<file path="config.mk">
export PLATFORM = sky130hd
export DESIGN_NAME = sram_bus_arbiter
export DESIGN_NICKNAME = d
export VERILOG_FILES = /design/src/rtl/sram_bus_arbiter.sv
export SDC_FILE = /design/constraint.sdc
export NUM_CORES = 1
export LEC_CHECK = 0
export ABC_AREA = 0
export CELL_PAD_IN_SITES_DETAIL_PLACEMENT = 2
export CELL_PAD_IN_SITES_GLOBAL_PLACEMENT = 2
export CORE_UTILIZATION = 10
export CTS_BUF_LIST = sky130_fd_sc_hd__clkbuf_2
export DETAILED_ROUTE_END_ITERATION = 8
export GPL_TIMING_DRIVEN = 0
export HOLD_SLACK_MARGIN = 0.03
export PLACE_DENSITY = 0.93
export REMOVE_ABC_BUFFERS = 1
export SYNTH_ARGS = -nofsm -noshare
export SYNTH_HDL_FRONTEND = slang
export SYNTH_SLANG_ARGS = --single-unit
</file>
<file path="constraint.sdc">
create_clock -name clk -period 3.62 [get_ports clk]
set_input_delay 0.905 -clock clk [delete_from_list [all_inputs] [get_ports clk]]
set_output_delay 0.905 -clock clk [all_outputs]
set_load 0.01 [all_outputs]
</file>
<file path="src/rtl/sram_bus_arbiter.sv">
// Two-master SRAM-like bus arbiter (inst = master 0, data = master 1).
// Define ARB_RR_EN for round-robin; default is fixed data-over-inst priority.
module sram_bus_arbiter #(
  parameter int AW = 32,
  parameter int DW = 32
) (
  input  logic          clk,
  input  logic          resetn,
  input  logic          inst_req,
  input  logic          inst_wr,
  input  logic [1:0]    inst_size,
  input  logic [AW-1:0] inst_addr,
  input  logic [DW-1:0] inst_wdata,
  output logic          inst_addr_ok,
  output logic          inst_data_ok,
  output logic [DW-1:0] inst_rdata,
  input  logic          data_req,
  input  logic          data_wr,
  input  logic [1:0]    data_size,
  input  logic [AW-1:0] data_addr,
  input  logic [DW-1:0] data_wdata,
  output logic          data_addr_ok,
  output logic          data_data_ok,
  output logic [DW-1:0] data_rdata,
  output logic          s_req,
  output logic          s_wr,
  output logic [1:0]    s_size,
  output logic [AW-1:0] s_addr,
  output logic [DW-1:0] s_wdata,
  input  logic          s_addr_ok,
  input  logic          s_data_ok,
  input  logic [DW-1:0] s_rdata
);

  typedef enum logic [1:0] {
    IDLE,
    REQ,
    RESP
  } state_e;

  state_e state_q, state_d;
  logic   grant_q, grant_d;
`ifdef ARB_RR_EN
  logic   last_q, last_d;
`endif

  always_comb begin
    state_d = state_q;
    grant_d = grant_q;
`ifdef ARB_RR_EN
    last_d  = last_q;
`endif
    unique case (state_q)
      IDLE: begin
        if (inst_req | data_req) begin
          state_d = REQ;
`ifdef ARB_RR_EN
          // on a tie, the master not granted last time wins
          if (inst_req & data_req)
            grant_d = ~last_q;
          else
            grant_d = data_req;
          last_d = grant_d;
`else
          grant_d = data_req;
`endif
        end
      end
      REQ: begin
        if (s_addr_ok)
          state_d = s_data_ok ? IDLE : RESP;
      end
      RESP: begin
        if (s_data_ok)
          state_d = IDLE;
      end
      default: state_d = IDLE;
    endcase
  end

  always_ff @(posedge clk or negedge resetn) begin
    if (!resetn) begin
      state_q <= IDLE;
      grant_q <= 1'b0;
`ifdef ARB_RR_EN
      last_q  <= 1'b0;
`endif
    end else begin
      state_q <= state_d;
      grant_q <= grant_d;
`ifdef ARB_RR_EN
      last_q  <= last_d;
`endif
    end
  end

  logic in_req;
  logic addr_hit;
  logic resp_hit;

  always_comb begin
    in_req   = (state_q == REQ);
    addr_hit = in_req & s_addr_ok;
    resp_hit = (addr_hit & s_data_ok)
             | ((state_q == RESP) & s_data_ok);

    s_req   = in_req;
    s_wr    = 1'b0;
    s_size  = '0;
    s_addr  = '0;
    s_wdata = '0;
    if (in_req) begin
      s_wr    = grant_q ? data_wr    : inst_wr;
      s_size  = grant_q ? data_size  : inst_size;
      s_addr  = grant_q ? data_addr  : inst_addr;
      s_wdata = grant_q ? data_wdata : inst_wdata;
    end

    inst_addr_ok = addr_hit & ~grant_q;
    data_addr_ok = addr_hit &  grant_q;
    inst_data_ok = resp_hit & ~grant_q;
    data_data_ok = resp_hit &  grant_q;
    inst_rdata   = inst_data_ok ? s_rdata : '0;
    data_rdata   = data_data_ok ? s_rdata : '0;
  end

endmodule

</file>
-- Word level (Yosys, flattened, before mapping)
Cells that the tools add are included.
- flip-flop bits (word level): 3
- latch bits: 0
- bits in writable memories: 0
- memory bits (read-only): 0
- input bits: 172
- output and inout port bits: 136
- word-level logic and storage cells: 35
- memories kept: 0
- add/subtract/negate cells: 0
- multipliers: 0
- divide/modulo/power cells: 0
- magnitude comparators: 0
- equal/unequal tests: 5
- shifts and indexed selects: 0
- muxes and demuxes: 15
- bitwise logic cells: 10
- reductions and logical operators: 3
- operator list (operator ; count):
    two-way mux 32 bit ; 6
    two-way mux 2 bit ; 6
    AND 1 bit ; 7
    one-hot mux 2 bit (3 select lines) ; 1
    inequality test 2 bit, second input constant ; 2
    AND reduction 3 bit ; 1
    equality test 2 x 1 -> 1 bit, second input constant ; 1
    equality test 2 bit, second input constant ; 1
    zero test 2 bit ; 1
    two-way mux 1 bit ; 2
    inequality test 2 x 1 -> 1 bit, second input constant ; 1
    bitwise OR 1 bit ; 2
    AND reduction 2 bit ; 1
    inverter 1 bit ; 1

-- Longest topological paths before layout
- depth in word-level cells: 6
- gate-level depth with buffers: 5
- gate-level depth less buffers: 2

-- Worst setup path after synthesis
OpenSTA, ideal clock, no wires.
- kind: input to output
- start point: in s_data_ok
- end point: out data_rdata[22]
- arrival: 1616 ps
- required time: 2715 ps
- path slack: 1099 ps
- stages on the path: 3
- cells stage by stage: nand2_1 -> buf_1 -> a211oi_1
- longest elaborated chain between the ends: 4
- elaborated cells between the ends (all ways): 5
- classes of those cells: mux (1); bitwise (4)
- ends and longest elaborated chain (item ; RTL line ; source):
    start: declaration ; 31 ; input logic s_data_ok,
    AND 1 bit (on tied branches) ; 104, 105 ;
    bitwise OR 1 bit * ; 105 ; | ((state_q == RESP) & s_data_ok);
    AND 1 bit * ; 122 ; data_data_ok = resp_hit & grant_q;
    two-way mux 32 bit * ; 124 ; data_rdata = data_data_ok ? s_rdata : '0;
    end: declaration ; 24 ; output logic [DW-1:0] data_rdata,
Every way passes the cells marked *; elsewhere a longest branch is shown, timed or not.

-- Final worst setup path
- start point: in s_addr_ok
- end point: out inst_rdata[7]
- longest elaborated chain between the ends: 5
- ends and longest elaborated chain (item ; RTL line ; source):
    start: declaration ; 30 ; input logic s_addr_ok,
    AND 1 bit ; 103 ; addr_hit = in_req & s_addr_ok;
    AND 1 bit ; 104 ; resp_hit = (addr_hit & s_data_ok)
    bitwise OR 1 bit ; 105 ;
    AND 1 bit ; 121 ; inst_data_ok = resp_hit & ~grant_q;
    two-way mux 32 bit ; 123 ; inst_rdata = inst_data_ok ? s_rdata : '0;
    end: declaration ; 16 ; output logic [DW-1:0] inst_rdata,
Every way passes these cells.

==> results.py <==
metrics = {
    "status": {
        "outcome": "completed",
    },
    "detailed_routing": {
        "drtPass1Iterations": 4,
        "drcViolationCount": 0,
        "initialDrtViolationCount": 28,
        "vias": 3262,
        "routed_wirelength_mm": 13.9,
        "drtAntennaViolNets": 0,
        "via_per_inst": 3.94,
        "avgRoutedWirePerCell_um": 16.9,
    },
    "die": {
        "die_area_mm2": 0.0199,
        "fp.dieW_um": 141,
        "dieHeight_um": 141,
        "io_pins": 308,
        "rows": 50,
        "coreArea_mm2": 0.0188,
        "initial_core_util_pct": 10.3,
    },
    "place": {
        "routabilityCongestion": 0.713,
        "portBuffers": 307,
        "hpwl_mm": 10.9,
        "pre_cts_ws_ps": -862,
    },
    "cells_and_area": {
        "drive_gt1_share_pct": 4.41,
        "final_cell_mix": "clkdlybuf4s50_1, nor2_1, mux2i_1, a211oi_1, inv_1",
        "syn_to_final_growth_pct": 175,
        "layout_commonest_cell": "clkdlybuf4s50_1",
        "antenna_cells": 0,
        "nets": 740,
        "nFillCells": 2164,
        "utilization_pct": 28.2,
    },
    "sta": {
        "finalCritPeriodShare_pct": 98.0,
        "fmax_mhz": 282,
        "finalSetupViolCount": 0,
        "fin_crit_ps": 3550,
        "fin_tns_setup_ps": 0,
        "worst_pin_slew_ps": 783,
        "fin_ws_ps": 72.9,
        "rsz0062_at_grt": "false",
        "slew_headroom_pct": 47.8,
        "maxSlewViolCount": 0,
        "clock_skew_ps": 0.750,
        "finalHoldViolCount": 0,
    },
    "logic_synthesis": {
        "synth_top_cell_by_area": "mux2i_1",
        "syn_inst": 286,
        "netlist_area_mm2": 0.00193,
        "yosys_warnings": 0,
        "synth_cell_type_count": 19,
        "ys_seq_area_share_pct": 3.89,
        "synth.area.top_cells": "mux2i_1, a211oi_1, nor2_1",
        "synth-seq-cells": 3,
        "syn_area_per_cell_um2": 6.75,
        "yosys.area.top_type_share_pct": 34.7,
    },
    "critical_path": {
        "cp_max_fo": 18,
        "slowest_stage": "clkdlybuf4s50_1",
        "crit_arrival_ps": 2640,
        "crit_required_ps": 2710,
        "start_kind": "primary input",
        "critPathCaptureType": "primary output",
        "cpPeakStageDelay_ps": 620,
        "crit_type": "primary input to primary output",
        "cp_cell_sequence": "clkdlybuf4s15_2, nand3b_4, a211oi_1, clkdlybuf4s50_1",
        "r2r-start": "state_q[0]$_DFFE_PN0P_",
        "startpoint": "s_addr_ok",
    },
    "global_routing": {
        "grt_max_degree": 68,
        "antenna_found_initial": 0,
        "overflow": 0,
        "grt_use_total_pct": 13.7,
        "grt_pass1_vias": 3579,
        "grt_pass1_wl_mm": 21.1,
    },
    "clocking": {
        "cts_max_level": 1,
        "cts_sinks": 3,
        "clock_path_buffers": 2,
        "ctsRootBufferMaster": "clkbuf_2",
        "cts_tree": "built",
        "cts_made_buffers": 3,
        "insertion_delay_ps": 200,
        "clkTransAtPathRegs_ps": 40,
    },
    "power_and_ir_drop": {
        "p_per_area_mw_per_mm2": 350,
        "power_leakage_nw": 2.09,
        "vdd_ir_drop_max_v": 0.000249,
        "finalPower_w": 0.00186,
    },
    "hold_path": {
        "min_from": "state_q[1]$_DFFE_PN0P_",
        "min_path_type": "register to register",
    },
    "flow_run": {
        "maxCapViolations": 0,
    },
}
## stage by stage
step | hold WS, ps | std cells | area (um2)
after global routing | 795 | 827 | 5310
final | 694 | 827 | 5310
after global placement | 574 | 817 | 5130
after floorplan | 528 | 250 | 1740
after CTS | 734 | 827 | 5310
after detailed placement | 592 | 819 | 5190
## logic make-up (layout without fill, tap and decap cells)
logic type / after synthesis / count (layout) / synth area share (%)
mux: 67 / 67 / 34.7
flops: 3 / 3 / 3.89
buf+inv: 69 / 346 / 16.6
simple gates: 78 / 82 / 17.0
compound gates: 69 / 69 / 27.8
## worst paths after layout
path / endpoint / slack (ps) / cells after the start
setup / recovery: inst_rdata[7] / 70 / 4
hold / removal: state_q[0]$_DFFE_PN0P_ / 690 / 1
setup reg to reg: state_q[1]$_DFFE_PN0P_ / 1860 / 2
hold reg to reg: state_q[0]$_DFFE_PN0P_ / 690 / 1
max in group asynchronous: grant_q$_DFFE_PN0P_ / 2570 / 1
min in group asynchronous: state_q[0]$_DFFE_PN0P_ / 890 / 1
## synth_stat cells
library cell / n
a211oi_2: 5
clkbuf_1: 12
nor2_1: 70
buf_2: 16
nor3b_1: 1
mux2i_1: 67
buf_4: 3
nand3b_4: 1
a211oi_1: 60
a21oi_1: 3
nand2b_4: 1
dfrtp_1: 3
nand2_1: 2
o2bb2ai_1: 1
buf_1: 1
nor3_1: 1
inv_1: 33
nand2b_1: 2
buf_6: 4
## routing by layer
layer | vias up | GRT usage [%] | share of wire (%)
li1 | 1575 | - | -
met1 | 1487 | 15.6 | 40
met2 | 194 | 26.6 | 53
met3 | 6 | 2.68 | 7.2
met4 | 0 | 1.83 | 0.57
met5 | - | 0 | 0
## layout make-up
class                           instances  area [um2]  area share, %
Timing Repair Buffer                  309        3120           58.7
Tap cell                              260         325           6.13
Inverter                               33         124           2.33
Multi-Input combinational cell        218        1640           30.9
Clock buffer                            4        20.0          0.377
Sequential cell                         3        78.8           1.49
## critical path, delay by kind of cell
| kind | cells | cell delay (ps) |
|---|---|---|
| simple gates | 1 | 310 |
| compound gates | 1 | 430 |
| buf+inv | 2 | 980 |
## repair_timing
action                                  CTS  global route
hold buffers                              0             0
buffers inserted                          0             0
gates cloned                              4             0
resized for setup                        15             1
endpoints found under the setup margin   68            17
## state kept, by name, summed over array words and instances, names as in the netlist
register  flops
state_q       2
grant_q       1
## power by group
part | leakage [nW] | internal, W | total (W) | switching (W)
Sequential | 0.0353 | 0.0000450 | 0.000121 | 0.0000755
Clock | 0.0166 | 0.0000291 | 0.0000458 | 0.0000167
Combinational | 2.04 | 0.000899 | 0.00169 | 0.000790
Total | 2.09 | 0.000973 | 0.00186 | 0.000882
(Power assumes the default switching activity.)
